--- config.mk ---
export PLATFORM = sky130hd
export DESIGN_NAME = rr_arbiter
export DESIGN_NICKNAME = d
export VERILOG_FILES = /design/src/rtl/rr_arbiter_pkg.sv /design/src/rtl/rr_pick.sv /design/src/rtl/rr_arbiter.sv
export SDC_FILE = /design/constraint.sdc
export NUM_CORES = 1
export LEC_CHECK = 0
export ABC_AREA = 1
export ABC_CLOCK_PERIOD_IN_PS = 3850
export BUFFER_PORTS_ARGS = -buffer_cell sky130_fd_sc_hd__buf_2
export CAP_MARGIN = 15
export CORE_MARGIN = 2
export CORE_UTILIZATION = 38
export DETAILED_ROUTE_END_ITERATION = 8
export PLACE_DENSITY = 0.93
export SETUP_SLACK_MARGIN = 0.3
export SYNTH_ARGS = -nofsm -noshare
export SYNTH_HDL_FRONTEND = slang
export SYNTH_SLANG_ARGS = --single-unit
--- constraint.sdc ---
create_clock -name clk -period 3.85 [get_ports clk]
set_input_delay 0.5775 -clock clk [delete_from_list [all_inputs] [get_ports clk]]
set_output_delay 0.5775 -clock clk [all_outputs]
set_load 0.05 [all_outputs]
--- src/rtl/rr_arbiter_pkg.sv ---
// Shared definitions for the round-robin packet arbiter: FSM state encoding
// and the width helper for port-index signals.
package rr_arbiter_pkg;

    typedef enum logic {
        IDLE = 1'b0,
        BUSY = 1'b1
    } state_e;

    // A single-port arbiter still carries a 1-bit index so port widths never collapse to zero.
    function automatic int idx_width(input int n);
        return (n > 1) ? $clog2(n) : 1;
    endfunction

endpackage

--- src/rtl/rr_pick.sv ---
// Round-robin selector: picks the lowest requesting index at or above ptr_i,
// otherwise wraps around to the lowest requesting index below ptr_i.
module rr_pick
    import rr_arbiter_pkg::*;
#(
    parameter int NumPorts = 4,
    localparam int IdxW = idx_width(NumPorts)
) (
    input  logic [NumPorts-1:0] req_i,
    input  logic [IdxW-1:0]     ptr_i,
    output logic                found_o,
    output logic [IdxW-1:0]     idx_o
);

    logic            hi_found;
    logic [IdxW-1:0] hi_idx;
    logic            lo_found;
    logic [IdxW-1:0] lo_idx;

    // Scan from the top down so the last hit in each half is its lowest index.
    always_comb begin
        hi_found = 1'b0;
        hi_idx   = '0;
        lo_found = 1'b0;
        lo_idx   = '0;
        for (int i = NumPorts - 1; i >= 0; i--) begin
            if (req_i[i]) begin
                if (IdxW'(i) >= ptr_i) begin
                    hi_found = 1'b1;
                    hi_idx   = IdxW'(i);
                end else begin
                    lo_found = 1'b1;
                    lo_idx   = IdxW'(i);
                end
            end
        end
        found_o = hi_found | lo_found;
        idx_o   = hi_found ? hi_idx : lo_idx;
    end

endmodule

--- src/rtl/rr_arbiter.sv ---
// Packet-level round-robin arbiter. One requester at a time owns the shared
// output for a whole packet; ownership passes on in round-robin order after
// the beat marked last has been transferred.
//
// Handshake: a beat moves on a port when valid and ready are both high at a
// rising clock edge. A source keeps valid, data and last stable until the beat
// moves. The arbiter passes the granted port straight through (out_valid
// follows in_valid[gnt], in_ready[gnt] follows out_ready), so there is no
// buffering and no extra latency once a grant is held.
module rr_arbiter
    import rr_arbiter_pkg::*;
#(
    parameter int  NumPorts = 4,
    parameter type T        = logic [31:0],
    localparam int IdxW     = idx_width(NumPorts)
) (
    input  logic                clk,
    input  logic                rst,
    input  logic [NumPorts-1:0] in_valid,
    output logic [NumPorts-1:0] in_ready,
    input  T                    in_data [NumPorts],
    input  logic [NumPorts-1:0] in_last,
    output logic                out_valid,
    input  logic                out_ready,
    output T                    out_data,
    output logic                out_last,
    output logic [IdxW-1:0]     out_port,
    output state_e              dbg_state_o,
    output logic [IdxW-1:0]     dbg_ptr_o
);

    state_e          state_q;
    logic [IdxW-1:0] gnt_q;
    logic [IdxW-1:0] ptr_q;
    logic [IdxW-1:0] ptr_d;

    logic            pick_found;
    logic [IdxW-1:0] pick_idx;

    logic            sel_valid;
    logic            sel_last;
    T                sel_data;
    logic            xfer_last;

    rr_pick #(
        .NumPorts(NumPorts)
    ) u_pick (
        .req_i  (in_valid),
        .ptr_i  (ptr_q),
        .found_o(pick_found),
        .idx_o  (pick_idx)
    );

    // Route the granted requester's beat signals (compare-based so any NumPorts indexes cleanly).
    always_comb begin
        sel_valid = 1'b0;
        sel_last  = 1'b0;
        sel_data  = '0;
        for (int i = 0; i < NumPorts; i++) begin
            if (gnt_q == IdxW'(i)) begin
                sel_valid = in_valid[i];
                sel_last  = in_last[i];
                sel_data  = in_data[i];
            end
        end
    end

    // Packet end and the pointer that follows the current grant, wrapping at the top port.
    always_comb begin
        xfer_last = (state_q == BUSY) && sel_valid && out_ready && sel_last;
        ptr_d     = (gnt_q == IdxW'(NumPorts - 1)) ? '0 : gnt_q + IdxW'(1);
    end

    // Arbitration FSM: grant in IDLE, hold the grant in BUSY until the last beat moves.
    always_ff @(posedge clk or posedge rst) begin
        if (rst) begin
            state_q <= IDLE;
            gnt_q   <= '0;
            ptr_q   <= '0;
        end else begin
            case (state_q)
                IDLE: begin
                    if (pick_found) begin
                        gnt_q   <= pick_idx;
                        state_q <= BUSY;
                    end
                end
                BUSY: begin
                    if (xfer_last) begin
                        ptr_q   <= ptr_d;
                        state_q <= IDLE;
                    end
                end
                default: state_q <= IDLE;
            endcase
        end
    end

    // Output muxing: everything is zero outside BUSY, which also gives clean values in reset.
    always_comb begin
        out_valid = 1'b0;
        out_data  = '0;
        out_last  = 1'b0;
        out_port  = '0;
        in_ready  = '0;
        if (state_q == BUSY) begin
            out_valid = sel_valid;
            out_data  = sel_data;
            out_last  = sel_last;
            out_port  = gnt_q;
            for (int i = 0; i < NumPorts; i++) begin
                in_ready[i] = (gnt_q == IdxW'(i)) && out_ready;
            end
        end
    end

    assign dbg_state_o = state_q;
    assign dbg_ptr_o   = ptr_q;

endmodule

==> After elaboration in Yosys (flattened, before gate mapping) <==
Cells that the tools add are included.
{ "classes": {"order_cmp": 4, "bitwise": 2, "muxes": 54, "addsub": 1, "reduce_logical": 10, "eq_ne": 3} }
{ "op_table": {"columns": ["cell", "n"], "rows": [
  ["$mux 32", 5],
  ["$mux 2", 19],
  ["$mux 1", 28],
  ["$logic_and 1x1->1", 7],
  ["$eq 2x2->1 const B", 2],
  ["$ge 1x2->1 const A", 2],
  ["$ge 2x2->1 const A", 2],
  ["$mux 4", 1],
  ["$reduce_and 2->1", 2],
  ["$add 2x1->2 const B", 1],
  ["$eq 2x1->1 const B", 1],
  ["$logic_not 2->1", 1],
  ["$pmux 1 s2", 1],
  ["$not 1->1", 1],
  ["$or 1x1->1", 1]
]} }
{ "word_totals": {"elab_cells": 77, "reg_bits": 5, "input_bits": 139, "output_inout_bits": 43} }

==> Depth between registers and ports, before layout <==
Gate-level depths: netlist of run 1.
{ "depth": {"ltp_word": 12, "mapped_depth": 11} }

==> By module <==
From an unflattened synthesis of run 1, not the netlist that was laid out.
{ "unflattened": {"cells_unflattened": 312, "area_unflattened_um2": 1694.1} }
{ "by_module_without_submodules": {"columns": ["mod", "area_each_um2", "cells_per_inst", "n_inst"], "rows": [
  ["rr_arbiter", 1571.5, 286, 1],
  ["rr_pick", 122.6, 26, 1]
]} }

==> Worst setup path before layout of run 1 <==
No wires, ideal clock.
{ "synth_timing": {"kind": "reg2out", "startpoint": "reg state_q (netlist: dbg_state_o)", "endpoint": "out out_data[10] (netlist name)", "stages_incl_launch_ff": 5, "setup_slack_ns": 1.290, "n_path_buf": 2, "t_arrival_ns": 1.982, "required_ns": 3.273, "path_cell_list": "dfrtp_1 -> buf_2 -> clkbuf_1 -> o21ai_0 -> a21oi_1"} }
{ "synth_lines": {"columns": ["item", "line", "text"], "rows": [
  ["from (decl)", "rr_arbiter.sv:32", "state_e state_q;"],
  ["from (signal assigned)", "rr_arbiter.sv:77", "state_q <= IDLE;"],
  ["from (signal assigned)", "rr_arbiter.sv:85", "state_q <= BUSY;"],
  ["from (signal assigned)", "rr_arbiter.sv:91", "state_q <= IDLE;"],
  ["to (decl)", "rr_arbiter.sv:25", "output T out_data,"]
]} }

==> results.md, run 1 <==
- Synth Net Count: 449
- Fin crit period: 3210 ps
- Cts hold-fix bufs: 0
- Boundary pin count: 182
- Top_reg_cell synth: dfrtp_1
- Cell family with most CP delay: buffers and inverters
- Final Hold Fails: 0
- DR vias: 2788
- Synth area leader: a21oi_1
- Starting DRT DRC Count: 133
- Post-Syn Area per Cell: 5.43 um2
- Slowest CP cell: ha_1
- Skew-Pair Late Insertion Delay: 220 ps
- CP startpoint: gnt_q[1]$_DFFE_PP0P_
- Gr ovfl total: 0
- Starting density of the core: 38.7%
- Syn Inst Count: 306
- RSZ-0062 raised after global routing: false
- Top cells by area, synth: a21oi_1, o21ai_0, o21ai_1, nor2_1, dfrtp_1
- Filler cells: 408
- CP peak stage delay: 740 ps
- Number of diodes: 0
- Worst-path cell chain: inv_1, ha_1, buf_4, a21oi_1, o21ai_1, o21ai_0, a21oi_1, buf_2
- HPWL after DPL: 5120 um
- Sequential share of the synthesized area: 7.54%
- Fin crit share: 83.4%
- Sequential cell area: 125 um2
- Critical path data required time: 3270 ps
- Area Overhead vs Synth: 51.2%
- Top-count cell post-synth: a21oi_1
- Nets@finish: 611
- Final setup viols: 0
- Die Y: 70.1 um
- Wire per inst: 13.3 um
- TritonCTS clock tree: done
- Min-delay worst type: input pin to async pin
- Final-report max-slew violation count: 0
- Top cell by count, worst path: a21oi_1
- Full die area: 0.00491 mm2
- Vias in the first global route: 2536
- H-tree levels: 1
- Sink Count: 5
- Outcome: completed
- Antenna violations before repair: 0
- Largest net degree at the start of global routing: 68
- Fmax achieved: 312 MHz
- Drt pass-1 iters: 5
- Clock transition at path regs: 40 ps
- Critical Path End Type: output pin
- First-pass GRT wire length: 11000 um
- GRT Util Overall: 26.3%
- Routed Antenna Nets: 0
- Worst path bufs/invs: 3
- Multi-input gate area: 0.00126 mm2
- FP Rows: 24
- Seq cells post-synth: 5
- Final WL: 6880 um
- Mapped Area: 0.00166 mm2
- Actual slew at the worst max-slew pin: 915 ps
- Post-CTS Setup Inserts: 0
- R2r startpoint: gnt_q[1]$_DFFE_PP0P_
- Root buf cell: clkbuf_8
- CTS max path bufs: 2
- CP Class: register to output pin
- Die width: 70.1 um
- Total CTS buffers: 3
- CORE AREA: 0.00429 mm2
- Post-cts gate resize count: 0
- Port bufs: 181
- Reg2reg end: dbg_ptr_o[1]$_DFFE_PP0P_
- Crit path max fanout: 20
- Worst EP arrival: 2630 ps
- Final Skew: 1.95 ps
- R2R Setup Slk: 1540 ps
- Post-synth top cells: a21oi_1, o21ai_0, o21ai_1
- Top-area cell type share of the netlist area: 19.9%
- Async SR Flop Fraction: 100%
- Max Cap Viol: 0
- Post-synth EDFFs: 0
- Proportion of layout cells with a drive suffix above 1: 43.5%
- Routability Congestion: 0.904
- Crit path launch type: register
- Max-slew headroom: 38.9%
- Syn. warnings: 0
- Cells on worst reg2reg path: 9
- Netlist cell types: 25
- TNS Setup: 0 ps
- Post-route DRC: 0
- DR vias/cell: 5.37
cells by family after synthesis:
| kind of cell | count (synthesis) | synth area share, % |
|---|---|---|
| compound gates | 170 | 52.1 |
| fa+ha+maj | 4 | 3.01 |
| buf+inv | 47 | 16.8 |
| flops | 5 | 7.54 |
| simple gates | 80 | 20.6 |
flip-flops by register name (all words and copies together) (netlist names):
register     flops
gnt_q            2
dbg_state_o      1
dbg_ptr_o        2
worst max-delay path by stage:
stage	end	slack, ps	depth (start not counted)
6_report	out_data[13]	640	8
5_1_grt	out_data[17]	410	8
4_1_cts	out_data[13]	680	8
3_5_place_dp	out_data[13]	920	8
3_3_place_gp	out_data[31]	990	8
2_1_floorplan	out_data[10]	1290	4
through the flow:
| stage | util, % | cell area, um2 | cells | worst slack, ps | hold slack (ps) |
|---|---|---|---|---|---|
| after floorplan | - | 1660 | 306 | 1290 | 356 |
| after global placement | 57.4 | 2460 | 515 | 986 | 477 |
| after detailed placement | 57.4 | 2460 | 515 | 924 | 480 |
| after CTS | 58.4 | 2510 | 519 | 684 | 244 |
| after global routing | 58.4 | 2510 | 519 | 415 | 265 |
| final | 58.4 | 2510 | 519 | 641 | 247 |
area by class of cell:
type / count / area share, %
Sequential cell: 5 / 4.99
Clock buffer: 4 / 1.79
Inverter: 18 / 2.99
Timing Repair Buffer: 186 / 37.6
Multi-Input combinational cell: 254 / 50.0
Tap cell: 52 / 2.59
layer usage:
metal	wire length, um	part of all wire (%)	track usage, %	vias to the layer above
met3	623	9.1	3.17	25
met1	2750	40	32.8	1202
li1	-	-	-	1372
met2	3340	49	46.8	189
met4	165	2.4	8.33	0
met5	0	0	0	-
cell usage in the layout (no fill, tap or decap):
| master | instances |
|---|---|
| a21oi_1 | 66 |
| a21oi_2 | 1 |
| buf_2 | 181 |
| buf_4 | 5 |
| clkbuf_1 | 1 |
| clkbuf_8 | 3 |
| dfrtp_1 | 5 |
| ha_1 | 4 |
| inv_1 | 14 |
| inv_2 | 3 |
| inv_8 | 1 |
| nand2_1 | 25 |
| nand2_2 | 3 |
| nand2_4 | 1 |
| nand3_1 | 5 |
| nand3_2 | 2 |
| nor2_1 | 41 |
| nor2_2 | 2 |
| o21ai_0 | 54 |
| o21ai_1 | 45 |
| o21bai_1 | 3 |
| o31ai_1 | 1 |
| or2_2 | 1 |
Power of run 1 is left out: the tool's default activity adds up to more than one toggle a clock period on the data nets, which glitch-free logic cannot reach.
==> inputs of run 2 (changes only) <==
--- a/config.mk
+++ b/config.mk
@@ -6,13 +6,13 @@
 export NUM_CORES = 1
 export LEC_CHECK = 0
 export ABC_AREA = 1
-export ABC_CLOCK_PERIOD_IN_PS = 3850
+export ABC_CLOCK_PERIOD_IN_PS = 2700
 export BUFFER_PORTS_ARGS = -buffer_cell sky130_fd_sc_hd__buf_2
 export CAP_MARGIN = 15
 export CORE_MARGIN = 2
-export CORE_UTILIZATION = 38
+export CORE_UTILIZATION = 32
 export DETAILED_ROUTE_END_ITERATION = 8
-export PLACE_DENSITY = 0.93
+export PLACE_DENSITY = 0.84
 export SETUP_SLACK_MARGIN = 0.3
 export SYNTH_ARGS = -nofsm -noshare
 export SYNTH_HDL_FRONTEND = slang
==> constraint.sdc (replaced) <==
create_clock -name clk -period 2.7 [get_ports clk]
set_input_delay 0.405 -clock clk [delete_from_list [all_inputs] [get_ports clk]]
set_output_delay 0.405 -clock clk [all_outputs]
set_load 0.05 [all_outputs]
==> run 2 against run 1 <==
Net effect:
- wire length increased by 2.1%
- flip-flop and latch count did not move
- clock-buffer cell count stayed put
- global-route usage fell by 3.8 points
- design area is 6.0% higher
- critical endpoint is now out_data[31]
- first-iteration DRC count unchanged
- die area grew 18%
- sequential share of layout area fell by 0.23 points
==> results.md, run 2 (synthesis gave the netlist of run 1 again) <==
- CORE AREA: 0.00504 mm2 (was 0.00429 mm2)
- Multi-input gate area: 0.00128 mm2 (was 0.00126 mm2)
- Critical Path End Type: output pin (unchanged)
- DR vias/cell: 5.05 (was 5.37)
- Proportion of layout cells with a drive suffix above 1: 45.1% (was 43.5%)
- Commonest non-fill, non-tap cells in the layout: buf_2, a21oi_1, o21ai_0 (unchanged)
- HPWL after DPL: 5400 um (was 5120 um)
- Reg2reg end: dbg_ptr_o[1]$_DFFE_PP0P_ (unchanged)
- Final Skew: 0.901 ps (was 1.95 ps)
- Crit path launch type: register (unchanged)
- CTS max path bufs: 2 (unchanged)
- R2r startpoint: gnt_q[1]$_DFFE_PP0P_ (unchanged)
- Outcome: completed (unchanged)
- Total CTS buffers: 3 (unchanged)
- Worst EP arrival: 1920 ps (was 2630 ps)
- Port bufs: 181 (unchanged)
- CP peak stage delay: 440 ps (was 740 ps)
- Drt pass-1 iters: 4 (was 5)
- Full die area: 0.00578 mm2 (was 0.00491 mm2)
- Nets@finish: 614 (was 611)
- First-pass GRT wire length: 11000 um (about the same)
- Area Overhead vs Synth: 60.2% (was 51.2%)
- Slowest CP cell: dfrtp_1 (was ha_1)
- Max-slew headroom: 69.9% (was 38.9%)
- DR vias: 2725 (was 2788)
- Gr ovfl total: 0 (unchanged)
- Boundary pin count: 182 (unchanged)
- R2R Setup Slk: 970 ps (was 1540 ps)
- Largest net degree at the start of global routing: 45 (was 68)
- Critical path data required time: 2300 ps (was 3270 ps)
- GRT Util Overall: 22.5% (was 26.3%)
- Fin crit share: 86.2%
- Fin crit period: 2330 ps
- Cells on worst reg2reg path: 8 (was 9)
- Post-route DRC: 0 (unchanged)
- Commonest non-fill, non-tap cell in the layout: buf_2 (unchanged)
- Routed Antenna Nets: 0 (unchanged)
- Starting density of the core: 32.9% (was 38.7%)
- Actual slew at the worst max-slew pin: 451 ps (was 915 ps)
- H-tree levels: 1 (unchanged)
- Final Hold Fails: 0 (unchanged)
- Sequential cell area: 126 um2 (was 125 um2)
- Clock transition at path regs: 40 ps (about the same)
- Wire per inst: 13.0 um (was 13.3 um)
- Final-report max-slew violation count: 0 (unchanged)
- Die Y: 76.0 um (was 70.1 um)
- Starting DRT DRC Count: 133 (unchanged)
- Min-delay worst type: input pin to async pin (unchanged)
- TNS Setup: 0 ps (unchanged)
- Routability Congestion: 0.881 (was 0.904)
- Number of diodes: 0 (unchanged)
- Antenna violations before repair: 0 (unchanged)
- Sink Count: 5 (unchanged)
- RSZ-0062 raised after global routing: true (was false)
- Filler cells: 524 (was 408)
- Skew-Pair Late Insertion Delay: 230 ps (was 220 ps)
- TritonCTS clock tree: done (unchanged)
- Worst-path cell chain: inv_2, ha_2, buf_12, a21oi_1, o21ai_0, o21ai_0, a21oi_1, buf_4 (was inv_1, ha_1, buf_4, a21oi_1, o21ai_1, o21ai_0, a21oi_1, buf_2)
- Final WL: 7030 um (was 6880 um)
- FP Rows: 26 (was 24)
- Post-CTS Setup Inserts: 0 (unchanged)
- Die width: 76.0 um (was 70.1 um)
- Fmax achieved: 430 MHz
- Crit path max fanout: 22 (was 20)
- Cts hold-fix bufs: 0 (unchanged)
- Final setup viols: 0 (unchanged)
- Max Cap Viol: 0 (unchanged)
- CP Class: register to output pin (unchanged)
- Vias in the first global route: 2444 (was 2536)
- Root buf cell: clkbuf_8 (unchanged)
==> run 2: cell count changes in the layout (fill, tap and decap cells not counted), moves of 3 or more <==
cell	previous run	this run
clkbuf_4	0	5
buf_6	0	3
buf_4	5	12
buf_2	181	167
ha_1	4	1
==> run 2: metrics by stage <==
| stage | util [%] | hold slack (ps) | std cells | instance area, um2 | setup WS (ps) |
|---|---|---|---|---|---|
| floorplan | - | 184 | 306 | 1660 | 313 |
| global placement | 50.0 | 305 | 536 | 2520 | 466 |
| detailed placement | 50.0 | 311 | 536 | 2520 | 376 |
| CTS | 51.2 | 75.4 | 540 | 2580 | 286 |
| global route | 52.8 | 87.9 | 540 | 2660 | 270 |
| finish | 52.8 | 70.1 | 540 | 2660 | 374 |
==> run 2: final cells by class <==
class	instances	area share [%]
clock buffer	4	1.69
inverter	18	3.01
multi-input combinational	254	48.3
sequential	5	4.75
tap	70	3.29
timing repair buffer	189	39.0
==> run 2: worst max-delay path by stage <==
stage,start,end,cells past startpoint
after CTS,gnt_q[1]$_DFFE_PP0P_,out_data[31],8
after floorplan,dbg_state_o$_DFF_PP0_,out_data[10],4
after global routing,gnt_q[0]$_DFFE_PP0P_,out_data[2],8
after global placement,gnt_q[1]$_DFFE_PP0P_,out_data[31],8
final,gnt_q[1]$_DFFE_PP0P_,out_data[31],8
after detailed placement,gnt_q[1]$_DFFE_PP0P_,out_data[31],8
==> run 2: routing by layer <==
layer | vias to the layer above | part of all wire [%] | track usage [%]
met2 | 135 | 49 | 40.4
li1 | 1381 | - | -
met5 | - | 0 | 0
met4 | 0 | 1.4 | 6.55
met3 | 10 | 8.3 | 2.84
met1 | 1199 | 41 | 28.1
==> run 2: repair_timing <==
action,CTS,global route
gates resized for setup,5,32
setup endpoints to repair,32,33
endpoints found under the hold margin,0,0
==> run 2: worst max-delay path: cells and delay by family (launching register included) <==
family,cells,cell delay [ps]
fa+ha+maj,1,220
compound gates,4,510
buf+inv,3,510
flops,1,440
Power of run 2 is left out for the same reason.
